File: src/rtl/traffic_input_conditioner_if.sv
// traffic_input_conditioner_if: board-pin and controller signals of the input conditioner.
// Ports:
//   btn_cr_n, btn_mn_n                      raw active-low crosswalk buttons
//   det_straight_cr, det_turn_cr, det_turn_mn raw active-high loop detectors
//   ack_cr, ack_mn                          one-cycle request-consumed pulses from the controller
//   req_cr, req_mn                          latched pedestrian requests
//   straight_cr, turn_cr, turn_mn           qualified vehicle presence
// master drives the raw inputs and acks; slave is the conditioner.
interface traffic_input_conditioner_if;
    logic btn_cr_n;
    logic btn_mn_n;
    logic det_straight_cr;
    logic det_turn_cr;
    logic det_turn_mn;
    logic ack_cr;
    logic ack_mn;
    logic req_cr;
    logic req_mn;
    logic straight_cr;
    logic turn_cr;
    logic turn_mn;
    modport master (
        output btn_cr_n, btn_mn_n, det_straight_cr, det_turn_cr, det_turn_mn, ack_cr, ack_mn,
        input  req_cr, req_mn, straight_cr, turn_cr, turn_mn
    );
    modport slave (
        input  btn_cr_n, btn_mn_n, det_straight_cr, det_turn_cr, det_turn_mn, ack_cr, ack_mn,
        output req_cr, req_mn, straight_cr, turn_cr, turn_mn
    );
endinterface

File: src/rtl/traffic_input_conditioner.sv
// traffic_input_conditioner: synchronizes, debounces and latches crosswalk buttons; qualifies loop detectors.
// Ports:
//   sysclk  system clock
//   rst_n   asynchronous active-low reset
//   bus     traffic_input_conditioner_if.slave: raw buttons/detectors and acks in,
//           latched requests and qualified presence out (all outputs registered)
module traffic_input_conditioner #(
    parameter int DEBOUNCE_CYCLES = 1000000,
    parameter int PRESENCE_CYCLES = 50000000,
    parameter int DROPOUT_CYCLES  = 1000000,
    parameter int CNT_W           = 26
) (
    input logic                         sysclk,
    input logic                         rst_n,
    traffic_input_conditioner_if.slave  bus
);
    localparam logic [1:0] RELEASED  = 2'd0;
    localparam logic [1:0] PRESS_CHK = 2'd1;
    localparam logic [1:0] PRESSED   = 2'd2;
    localparam logic [1:0] REL_CHK   = 2'd3;
    localparam logic [CNT_W-1:0] DB_MAX = CNT_W'(DEBOUNCE_CYCLES - 1);
    localparam logic [CNT_W-1:0] PR_MAX = CNT_W'(PRESENCE_CYCLES - 1);
    localparam logic [CNT_W-1:0] DO_MAX = CNT_W'(DROPOUT_CYCLES - 1);

    logic [1:0] btn_s1_q, btn_s2_q;
    logic [2:0] det_s1_q, det_s2_q;
    logic [1:0] ack;
    logic [1:0] req;
    logic [2:0] pres;

    assign ack = {bus.ack_mn, bus.ack_cr};

    // Two-flop synchronizers; buttons idle high, detectors idle low.
    always_ff @(posedge sysclk or negedge rst_n) begin
        if (!rst_n) begin
            btn_s1_q <= 2'b11;
            btn_s2_q <= 2'b11;
            det_s1_q <= 3'b000;
            det_s2_q <= 3'b000;
        end else begin
            btn_s1_q <= {bus.btn_mn_n, bus.btn_cr_n};
            btn_s2_q <= btn_s1_q;
            det_s1_q <= {bus.det_turn_mn, bus.det_turn_cr, bus.det_straight_cr};
            det_s2_q <= det_s1_q;
        end
    end

    for (genvar b = 0; b < 2; b++) begin : g_btn
        logic [1:0]       st_q, st_d;
        logic [CNT_W-1:0] cnt_q, cnt_d;
        logic             req_q, req_d;
        logic             p, press;
        assign p = ~btn_s2_q[b];
        always_comb begin
            st_d  = st_q;
            cnt_d = cnt_q;
            press = 1'b0;
            case (st_q)
                RELEASED: if (p) begin
                    st_d  = PRESS_CHK;
                    cnt_d = '0;
                end
                PRESS_CHK: if (!p) st_d = RELEASED;
                else if (cnt_q == DB_MAX) begin
                    st_d  = PRESSED;
                    press = 1'b1;
                end else cnt_d = cnt_q + 1'b1;
                PRESSED: if (!p) begin
                    st_d  = REL_CHK;
                    cnt_d = '0;
                end
                default: if (p) st_d = PRESSED;
                else if (cnt_q == DB_MAX) st_d = RELEASED;
                else cnt_d = cnt_q + 1'b1;
            endcase
            // A fresh press outranks an ack arriving on the same edge.
            req_d = press | (req_q & ~ack[b]);
        end
        always_ff @(posedge sysclk or negedge rst_n) begin
            if (!rst_n) begin
                st_q  <= RELEASED;
                cnt_q <= '0;
                req_q <= 1'b0;
            end else begin
                st_q  <= st_d;
                cnt_q <= cnt_d;
                req_q <= req_d;
            end
        end
        assign req[b] = req_q;
    end

    for (genvar d = 0; d < 3; d++) begin : g_det
        logic             pres_q, pres_d, out_q;
        logic [CNT_W-1:0] cnt_q, cnt_d;
        logic             in;
        assign in = det_s2_q[d];
        // Count samples that disagree with the current state; any agreeing sample restarts the count.
        // The count stops at its threshold, so it never wraps.
        always_comb begin
            pres_d = pres_q;
            cnt_d  = '0;
            if (in != pres_q) begin
                if (cnt_q == (pres_q ? DO_MAX : PR_MAX)) pres_d = in;
                else cnt_d = cnt_q + 1'b1;
            end
        end
        always_ff @(posedge sysclk or negedge rst_n) begin
            if (!rst_n) begin
                pres_q <= 1'b0;
                cnt_q  <= '0;
                out_q  <= 1'b0;
            end else begin
                pres_q <= pres_d;
                cnt_q  <= cnt_d;
                out_q  <= pres_q;
            end
        end
        assign pres[d] = out_q;
    end

    assign bus.req_cr      = req[0];
    assign bus.req_mn      = req[1];
    assign bus.straight_cr = pres[0];
    assign bus.turn_cr     = pres[1];
    assign bus.turn_mn     = pres[2];
endmodule

File: src/flat_wrapper.sv
// flat-port wrapper written by rule: the top's interface ports become plain ports
module traffic_input_conditioner_flat 
#(
    parameter int DEBOUNCE_CYCLES = 1000000,
    parameter int PRESENCE_CYCLES = 50000000,
    parameter int DROPOUT_CYCLES  = 1000000,
    parameter int CNT_W           = 26
)
  (sysclk, rst_n, bus_btn_cr_n, bus_btn_mn_n, bus_det_straight_cr, bus_det_turn_cr, bus_det_turn_mn, bus_ack_cr, bus_ack_mn, bus_req_cr, bus_req_mn, bus_straight_cr, bus_turn_cr, bus_turn_mn);
  traffic_input_conditioner_if bus_i ();
  input logic sysclk;
  input logic rst_n;
  input wire logic [$bits(bus_i.btn_cr_n)-1:0] bus_btn_cr_n;
  input wire logic [$bits(bus_i.btn_mn_n)-1:0] bus_btn_mn_n;
  input wire logic [$bits(bus_i.det_straight_cr)-1:0] bus_det_straight_cr;
  input wire logic [$bits(bus_i.det_turn_cr)-1:0] bus_det_turn_cr;
  input wire logic [$bits(bus_i.det_turn_mn)-1:0] bus_det_turn_mn;
  input wire logic [$bits(bus_i.ack_cr)-1:0] bus_ack_cr;
  input wire logic [$bits(bus_i.ack_mn)-1:0] bus_ack_mn;
  output wire logic [$bits(bus_i.req_cr)-1:0] bus_req_cr;
  output wire logic [$bits(bus_i.req_mn)-1:0] bus_req_mn;
  output wire logic [$bits(bus_i.straight_cr)-1:0] bus_straight_cr;
  output wire logic [$bits(bus_i.turn_cr)-1:0] bus_turn_cr;
  output wire logic [$bits(bus_i.turn_mn)-1:0] bus_turn_mn;
  assign bus_i.btn_cr_n = bus_btn_cr_n;
  assign bus_i.btn_mn_n = bus_btn_mn_n;
  assign bus_i.det_straight_cr = bus_det_straight_cr;
  assign bus_i.det_turn_cr = bus_det_turn_cr;
  assign bus_i.det_turn_mn = bus_det_turn_mn;
  assign bus_i.ack_cr = bus_ack_cr;
  assign bus_i.ack_mn = bus_ack_mn;
  assign bus_req_cr = bus_i.req_cr;
  assign bus_req_mn = bus_i.req_mn;
  assign bus_straight_cr = bus_i.straight_cr;
  assign bus_turn_cr = bus_i.turn_cr;
  assign bus_turn_mn = bus_i.turn_mn;
  traffic_input_conditioner #(.DEBOUNCE_CYCLES(DEBOUNCE_CYCLES), .PRESENCE_CYCLES(PRESENCE_CYCLES), .DROPOUT_CYCLES(DROPOUT_CYCLES), .CNT_W(CNT_W)) u_core (.sysclk(sysclk), .rst_n(rst_n), .bus(bus_i));
endmodule
File: config.mk
export PLATFORM = sky130hd
export DESIGN_NAME = traffic_input_conditioner_flat
export DESIGN_NICKNAME = d
export VERILOG_FILES = /design/src/rtl/traffic_input_conditioner_if.sv /design/src/rtl/traffic_input_conditioner.sv /design/src/flat_wrapper.sv
export SDC_FILE = /design/constraint.sdc
export NUM_CORES = 1
export LEC_CHECK = 0
export CAP_MARGIN = 20
export CORE_UTILIZATION = 56
export CTS_CLUSTER_DIAMETER = 80
export DETAILED_ROUTE_END_ITERATION = 10
export GPL_ROUTABILITY_DRIVEN = 0
export PLACE_DENSITY = 0.73
export SYNTH_ARGS = -nofsm -noshare
export SYNTH_HDL_FRONTEND = slang
export SYNTH_SLANG_ARGS = --single-unit
File: constraint.sdc
create_clock -name sysclk -period 3.15 [get_ports sysclk]
set_input_delay 0.63 -clock sysclk [delete_from_list [all_inputs] [get_ports sysclk]]
set_output_delay 0.63 -clock sysclk [all_outputs]
set_load 0.005 [all_outputs]
==> metrics, run 1 <==
status=complete, no violations; CTS HTree Levels=4; R2R Path End=u_core.g_btn[1].cnt_q[16]; # IOs=14; P_leak=3.61 nW; Layout Area Growth over Synthesis=12.3%; EDFF count, synth=0; Final min period=2.49 ns; Filler Cell Count=1092; reg2reg path depth=8; cell at the root of the clock tree=clkbuf_16; Tot GR Track Use=24.7%; net count reported at finish=826; Crit Path Max Fanout=10; register area=3810 sq um; Core Region=13300 sq um; worst reg2reg setup slack=0.66 ns; CTS Buf Count=17; Final Hold Viols=0; reg-to-reg startpoint=u_core.g_btn[1].st_q[0]; GRT busiest layer=met2; Post-CTS Hold Buffers=0; Setup Viol. Count Final=0; number of synthesis warnings=0; PwrDens=~550 nW/um^2; Max-Cap Viols=0; largest net degree at the start of global routing=84; total negative slack=0 ns; Hold Path Class=input pin to async pin; drt wl/cell=16.0 microns; relative slew slack=49.5%; crit path capture=u_core.g_btn[1].cnt_q[16]; grt met2 use=40.2%; total global routing overflow=0; share of flip-flops with an asynchronous set or reset=100%; slowest cell on the critical path=or4_1; die height=119 microns; Mapped Area=7690 sq um; crit-path max cell delay=0.46 ns; vias=6029; critical path startpoint category=flip-flop; Unique masters post-synth=62; met1 Resource Use GR=33.1%; Vias/cell=between 6 and 7; ys flop type=dfrtp_1; WP data arrival=around 2.8 ns; detailed placement HPWL=10.6 mm; sequential share of the synthesized area=49.5%; register bit count reported by yosys=152; post-route antenna net violation count=0; maximum VDD drop=roughly 490 uV; 1st-iter DRT viols=480; met3 usage=4.45%; PostCTS Resize Cnt=0; CP endpoint kind=flip-flop; drt first pass iters=5; fin. max-slew vios=0; WP data required=between 3 and 4 ns; most common cell after layout, fill and taps aside=dfrtp_1; clock sinks=152; vias in the first global route=6057; post-CTS setup repair buffer count=0; RSZ-0062 raised after global routing=no; antenna violations before repair=0; fin cells=998; Setup crit start=u_core.g_btn[1].st_q[0]; Crit. path cell count=8; clk_lat worst skew=0.42 ns; fmax=401 MHz; starting density of the core=57.6%; critical path cell sequence=inv_1 > ha_1 > nor2_1 > mux2_2 > o21ai_1 > buf_4 > or4_1 > o21ai_0; Slew @ Worst Pin=0.755 ns; average size of a mapped cell=9.75 sq um; Tcrit/Tclk final=just under 80%; crit path kind=flip-flop to flip-flop; combined area of the multi-input logic cells=3700 sq um; syn_nets=806; DRC=0; clock buffer depth=2; diodes inserted=0; commonest non-fill, non-tap cells in the layout=dfrtp_1, nor2_1, xor2_1, nand3_1, nand2_1; WP buf/inv=2; global-route wire length before repair=28.5 mm; Placed Cells=slightly below 1000; Clock transition at path regs=approximately 0.06 ns; total die area=14200 sq um; I/O Buffers=13; Site Rows=42; Fin Clk Skew=a little under 0.006 ns; share of layout cells above drive strength 1=slightly above 7%; Synth Instances=789; CTS tree=built; Crit path max-delay family=simple AND/OR/NAND/NOR gates; chip width=approximately 120 microns; final WL=16.0 mm
[logic make-up after synthesis]
family          after synthesis  share of synthesized area [%]
simple gates                407                           28.4
flops                       152                           49.5
compound gates               90                           7.66
xor+xnor                     87                           9.90
buf+inv                      39                           2.41
fa+ha+maj                     8                           1.30
mux                           6                          0.862
[per-stage QoR]
| step | utilization, % | setup WS [ns] | hold slack [ns] | cell area (sq um) | total power [mW] |
|---|---|---|---|---|---|
| 4_1_cts | 64.8 | 0.700 | 0.288 | 8640 | 4.79 |
| 5_1_grt | 64.8 | 0.469 | 0.319 | 8640 | 4.96 |
| 6_report | 64.8 | 0.656 | 0.263 | 8640 | 4.76 |
| 3_5_place_dp | 60.0 | 0.768 | 0.339 | 8010 | 2.60 |
| 3_3_place_gp | 60.0 | 0.885 | 0.334 | 8010 | 2.57 |
| 2_1_floorplan | - | 1.09 | 0.331 | 7690 | 2.42 |
[layer usage]
metal / wire length (microns) / up-vias
li1: - / 2896
met1: 7410 / 2979
met2: 7850 / 133
met3: 524 / 21
met4: 225 / 0
met5: 0 / -
[power breakdown]
part           internal, mW  switching [mW]  leakage, nW
clock                  1.39           0.796        0.302
combinational         0.164           0.349         1.23
sequential             2.00          0.0545         2.08
total                  3.56            1.20         3.61
[cell type report]
| cell class | count | area share [%] |
|---|---|---|
| Timing Repair Buffer | 21 | 2.36 |
| Clock buffer | 21 | 5.44 |
| Clock inverter | 11 | 1.95 |
| Inverter | 19 | 0.825 |
| Multi-Input combinational cell | 598 | 42.8 |
| Tap cell | 176 | 2.55 |
| Sequential cell | 152 | 44.1 |
[worst min-delay path by stage]
stage | end | slack (ns) | cells past startpoint
finish | u_core.g_det[1].cnt_q[20] | 0.26 | 1
global route | u_core.g_det[1].cnt_q[20] | 0.32 | 1
CTS | u_core.g_det[1].cnt_q[20] | 0.29 | 1
detailed placement | u_core.det_s2_q[1] | 0.34 | 0
global placement | u_core.det_s2_q[2] | 0.33 | 0
floorplan | async pin | 0.33 | 0
[sequential cells by signal, indices dropped and copies added, names as in the netlist, named ones only]
name	flops
u_core.bus.req_mn	1
u_core.btn_s1_q	2
u_core.bus.req_cr	1
u_core.g_det.pres_q	3
u_core.bus.turn_cr	1
u_core.g_det.cnt_q	78
u_core.g_btn.st_q	2
u_core.bus.straight_cr	1
u_core.g_btn.cnt_q	52
u_core.det_s2_q	3
u_core.det_s1_q	3
u_core.btn_s2_q	2
u_core.bus.turn_mn	1
[Yosys cell counts, types with 2 or more instances]
master / instances / area share [%]
and4_1: 17 / 1.9
nor2_1: 111 / 5.4
buf_4: 4 / 0.39
xor2_1: 65 / 7.4
or4_1: 14 / 1.4
nor4bb_1: 5 / 0.65
buf_6: 2 / 0.29
a21oi_1: 27 / 1.8
dfstp_2: 4 / 1.4
dfrtp_1: 148 / 48
xnor2_1: 22 / 2.5
o211ai_1: 5 / 0.49
a211o_1: 2 / 0.23
o22a_1: 2 / 0.23
a32oi_1: 3 / 0.34
ha_1: 8 / 1.3
and3_1: 24 / 2.0
mux2i_1: 3 / 0.39
nand2b_1: 3 / 0.24
or2_2: 3 / 0.24
clkbuf_1: 7 / 0.34
nor3b_1: 2 / 0.20
nor4_1: 15 / 1.2
nor3_1: 14 / 0.91
mux2_2: 2 / 0.29
or3_1: 12 / 0.98
nor4b_1: 7 / 0.80
a31oi_1: 3 / 0.24
o21ai_0: 22 / 1.4
nand4b_1: 4 / 0.46
inv_1: 19 / 0.93
o31ai_1: 10 / 0.98
and2_1: 3 / 0.24
nand3_1: 62 / 4.0
nor2b_1: 5 / 0.41
nand2_1: 57 / 2.8
a31o_2: 2 / 0.23
buf_2: 7 / 0.46
nand4_1: 41 / 3.3
No activity file was read; power rests on OpenSTA's default activity.
==> run 2, diff against run 1 <==
--- a/config.mk
+++ b/config.mk
@@ -10,7 +10,7 @@
 export CTS_CLUSTER_DIAMETER = 80
 export DETAILED_ROUTE_END_ITERATION = 10
 export GPL_ROUTABILITY_DRIVEN = 0
-export PLACE_DENSITY = 0.73
+export PLACE_DENSITY = 0.76
 export SYNTH_ARGS = -nofsm -noshare
 export SYNTH_HDL_FRONTEND = slang
 export SYNTH_SLANG_ARGS = --single-unit
==> constraint.sdc (replaced) <==
create_clock -name sysclk -period 2.2 [get_ports sysclk]
set_input_delay 0.44 -clock sysclk [delete_from_list [all_inputs] [get_ports sysclk]]
set_output_delay 0.44 -clock sysclk [all_outputs]
set_load 0.005 [all_outputs]
==> run 2 against run 1 <==
  * Total power increased by 39%
  * Combinational power increased by 65%
  * Sequential power increased by 43%
  * Wire length decreased by 1.9%
  * Largest power group is now sequential cells
==> metrics, run 2 (same netlist as run 1, synthesis figures left out) <==
cell at the root of the clock tree=clkbuf_16; CTS HTree Levels=4 (unchanged); max reg flops=78 (unchanged); Setup Viol. Count Final=0 (unchanged); Clock transition at path regs=0.06 ns (about the same); I/O Buffers=13 (unchanged); status=complete, no violations; Placed Cells=983 (+1.8%); Final Cell Area=8780 sq um (+1.5%); 1st-iter DRT viols=526 (+9.6%); clock buffer depth=2 (unchanged); total die area=14200 sq um (unchanged); total global routing overflow=0 (unchanged); fin cells=1016 (+1.8%); share of layout cells above drive strength 1=9.88% (+2.7 points); PwrDens=753 nW/um^2 (+37%); drt wl/cell=15.5 microns (-3.6%); CTS tree=built; detailed placement HPWL=10.7 mm (+1.3%); WP data required=2.54 ns (-0.92 ns); final WL=15.7 mm (-1.9%); largest net degree at the start of global routing=61 (-27%); Max-Cap Viols=0 (unchanged); P_leak=3.71 nW (+2.5%); Layout Area Growth over Synthesis=14.1%; Top reg by flops=u_core.g_det.cnt_q; DRC=0 (unchanged); fmax=484 MHz (+21%); maximum VDD drop=788 uV (+59%); RSZ-0062 raised after global routing=yes; diodes inserted=0 (unchanged); chip width=119 microns (unchanged); relative slew slack=50.9% (+1.4 points); most common cell after layout, fill and taps aside=dfrtp_1; Slew @ Worst Pin=0.735 ns (-0.0201 ns); vias in the first global route=6068 (+0.18%); net count reported at finish=844 (+2.2%); fin. max-slew vios=0 (unchanged); clk_lat worst skew=0.42 ns (about the same); Final min period=2.07 ns (-0.426 ns); Core Util, Final=65.8% (+1.0 points); total negative slack=0 ns (unchanged); Vias/cell=6.03 (-0.11%); CP endpoint kind=flip-flop; Core Region=13300 sq um (unchanged); commonest non-fill, non-tap cells in the layout=dfrtp_1, nor2_1, xor2_1, nand3_1, nand2_1; Final Hold Viols=0 (unchanged); post-route antenna net violation count=0 (unchanged); vias=6131 (+1.7%); drt first pass iters=6 (+1); placed instance area=8150 sq um (+1.8%); antenna violations before repair=0 (unchanged); Tcrit/Tclk final=94.0% (+15 points); Crit Path Max Fanout=11 (+1); die height=119 microns (unchanged); top flop regs=u_core.g_det.cnt_q (78), u_core.g_btn.cnt_q (52); Filler Cell Count=1036 (-5.1%); critical path startpoint category=flip-flop; Site Rows=42 (unchanged); WP data arrival=2.40 ns (-0.41 ns); clock sinks=152 (unchanged); Tot GR Track Use=23.6% (-1.1 points); # IOs=14 (unchanged); CTS Buf Count=17 (unchanged); overall power=6.61 mW (+39%); crit path kind=flip-flop to flip-flop; Hold Path Class=flip-flop to flip-flop; Fin Clk Skew=0.00694 ns (+0.00115 ns); global-route wire length before repair=27.3 mm (-4.2%); starting density of the core=57.6% (unchanged)
[run 2: changes by cell type in the layout (fill, tap and decap cells not counted), moves of 2 or more]
cell	previous run	this run
o21ai_1	1	3
nor2_1	111	107
clkbuf_8	3	1
o21ai_0	22	19
bufinv_16	4	2
clkinv_4	0	2
buf_4	7	23
nor2_2	0	4
clkbuf_1	1	3
[run 2: final timing paths]
kind | slack [ns] | start | cells past startpoint | end
setup / recovery | 0.13 | u_core.g_btn[1].cnt_q[0] | 7 | u_core.g_btn[1].cnt_q[14]
max in group asynchronous | 1.09 | rst_n | 3 | u_core.btn_s1_q[1]
hold reg to reg | 0.35 | u_core.det_s1_q[0] | 0 | u_core.det_s2_q[0]
min in group asynchronous | 0.47 | rst_n | 2 | u_core.g_det[1].cnt_q[20]
hold / removal | 0.35 | u_core.det_s1_q[0] | 0 | u_core.det_s2_q[0]
setup reg to reg | 0.13 | u_core.g_btn[1].cnt_q[0] | 7 | u_core.g_btn[1].cnt_q[14]
[run 2: area by class of cell]
type	count	area (sq um)	share of cell area (%)
well taps	176	220	2.51
inverters	19	71.3	0.812
repair buffers	39	354	4.03
flip-flops and latches	152	3810	43.4
multi-input cells	598	3750	42.7
clock buffers	21	450	5.13
clock inverters	11	124	1.41
[run 2: metrics by stage]
step | worst slack [ns] | hold WS [ns]
3_5_place_dp | 0.0440 | 0.337
5_1_grt | -0.0294 | 0.359
6_report | 0.132 | 0.351
3_3_place_gp | 0.177 | 0.336
2_1_floorplan | 0.135 | 0.144
4_1_cts | 0.0231 | 0.355
[run 2: what timing repair did]
item,in CTS,in global routing
hold buffers,1,0
setup buffers,0,0
endpoints found under the hold margin,28,0
endpoints found under the setup margin,0,49
resized for setup,0,14
[run 2: power breakdown]
group	internal [mW]	switching (mW)	total [mW]	leakage (nW)
Combinational	0.324	0.525	0.849	1.35
Clock	1.70	1.12	2.82	0.273
Sequential	2.87	0.0762	2.95	2.08
Total	4.89	1.72	6.61	3.71
[run 2: metal layers]
layer  track usage [%]  routed length, microns  part of all wire (%)
met1              30.2                    7070                    45
met2              39.6                    7830                    50
met3              5.51                     649                   4.1
met4              7.67                     159                   1.0
met5                 0                       0                     0
[run 2: worst max-delay path, stage by stage (launching register included)]
cell     delay [ns]
dfrtp_1        0.42
ha_1           0.25
and3_1         0.23
nand3_2        0.13
nor2_2         0.10
buf_4          0.18
or4_1          0.49
a21oi_1        0.16
==> run 3, diff against run 2 <==
--- a/config.mk
+++ b/config.mk
@@ -7,7 +7,7 @@
 export LEC_CHECK = 0
 export CAP_MARGIN = 20
 export CORE_UTILIZATION = 56
-export CTS_CLUSTER_DIAMETER = 80
+export CTS_CLUSTER_DIAMETER = 100
 export DETAILED_ROUTE_END_ITERATION = 10
 export GPL_ROUTABILITY_DRIVEN = 0
 export PLACE_DENSITY = 0.76
==> results of run 3 <==
Final layout, timing and power as in run 2 (identical DEF).
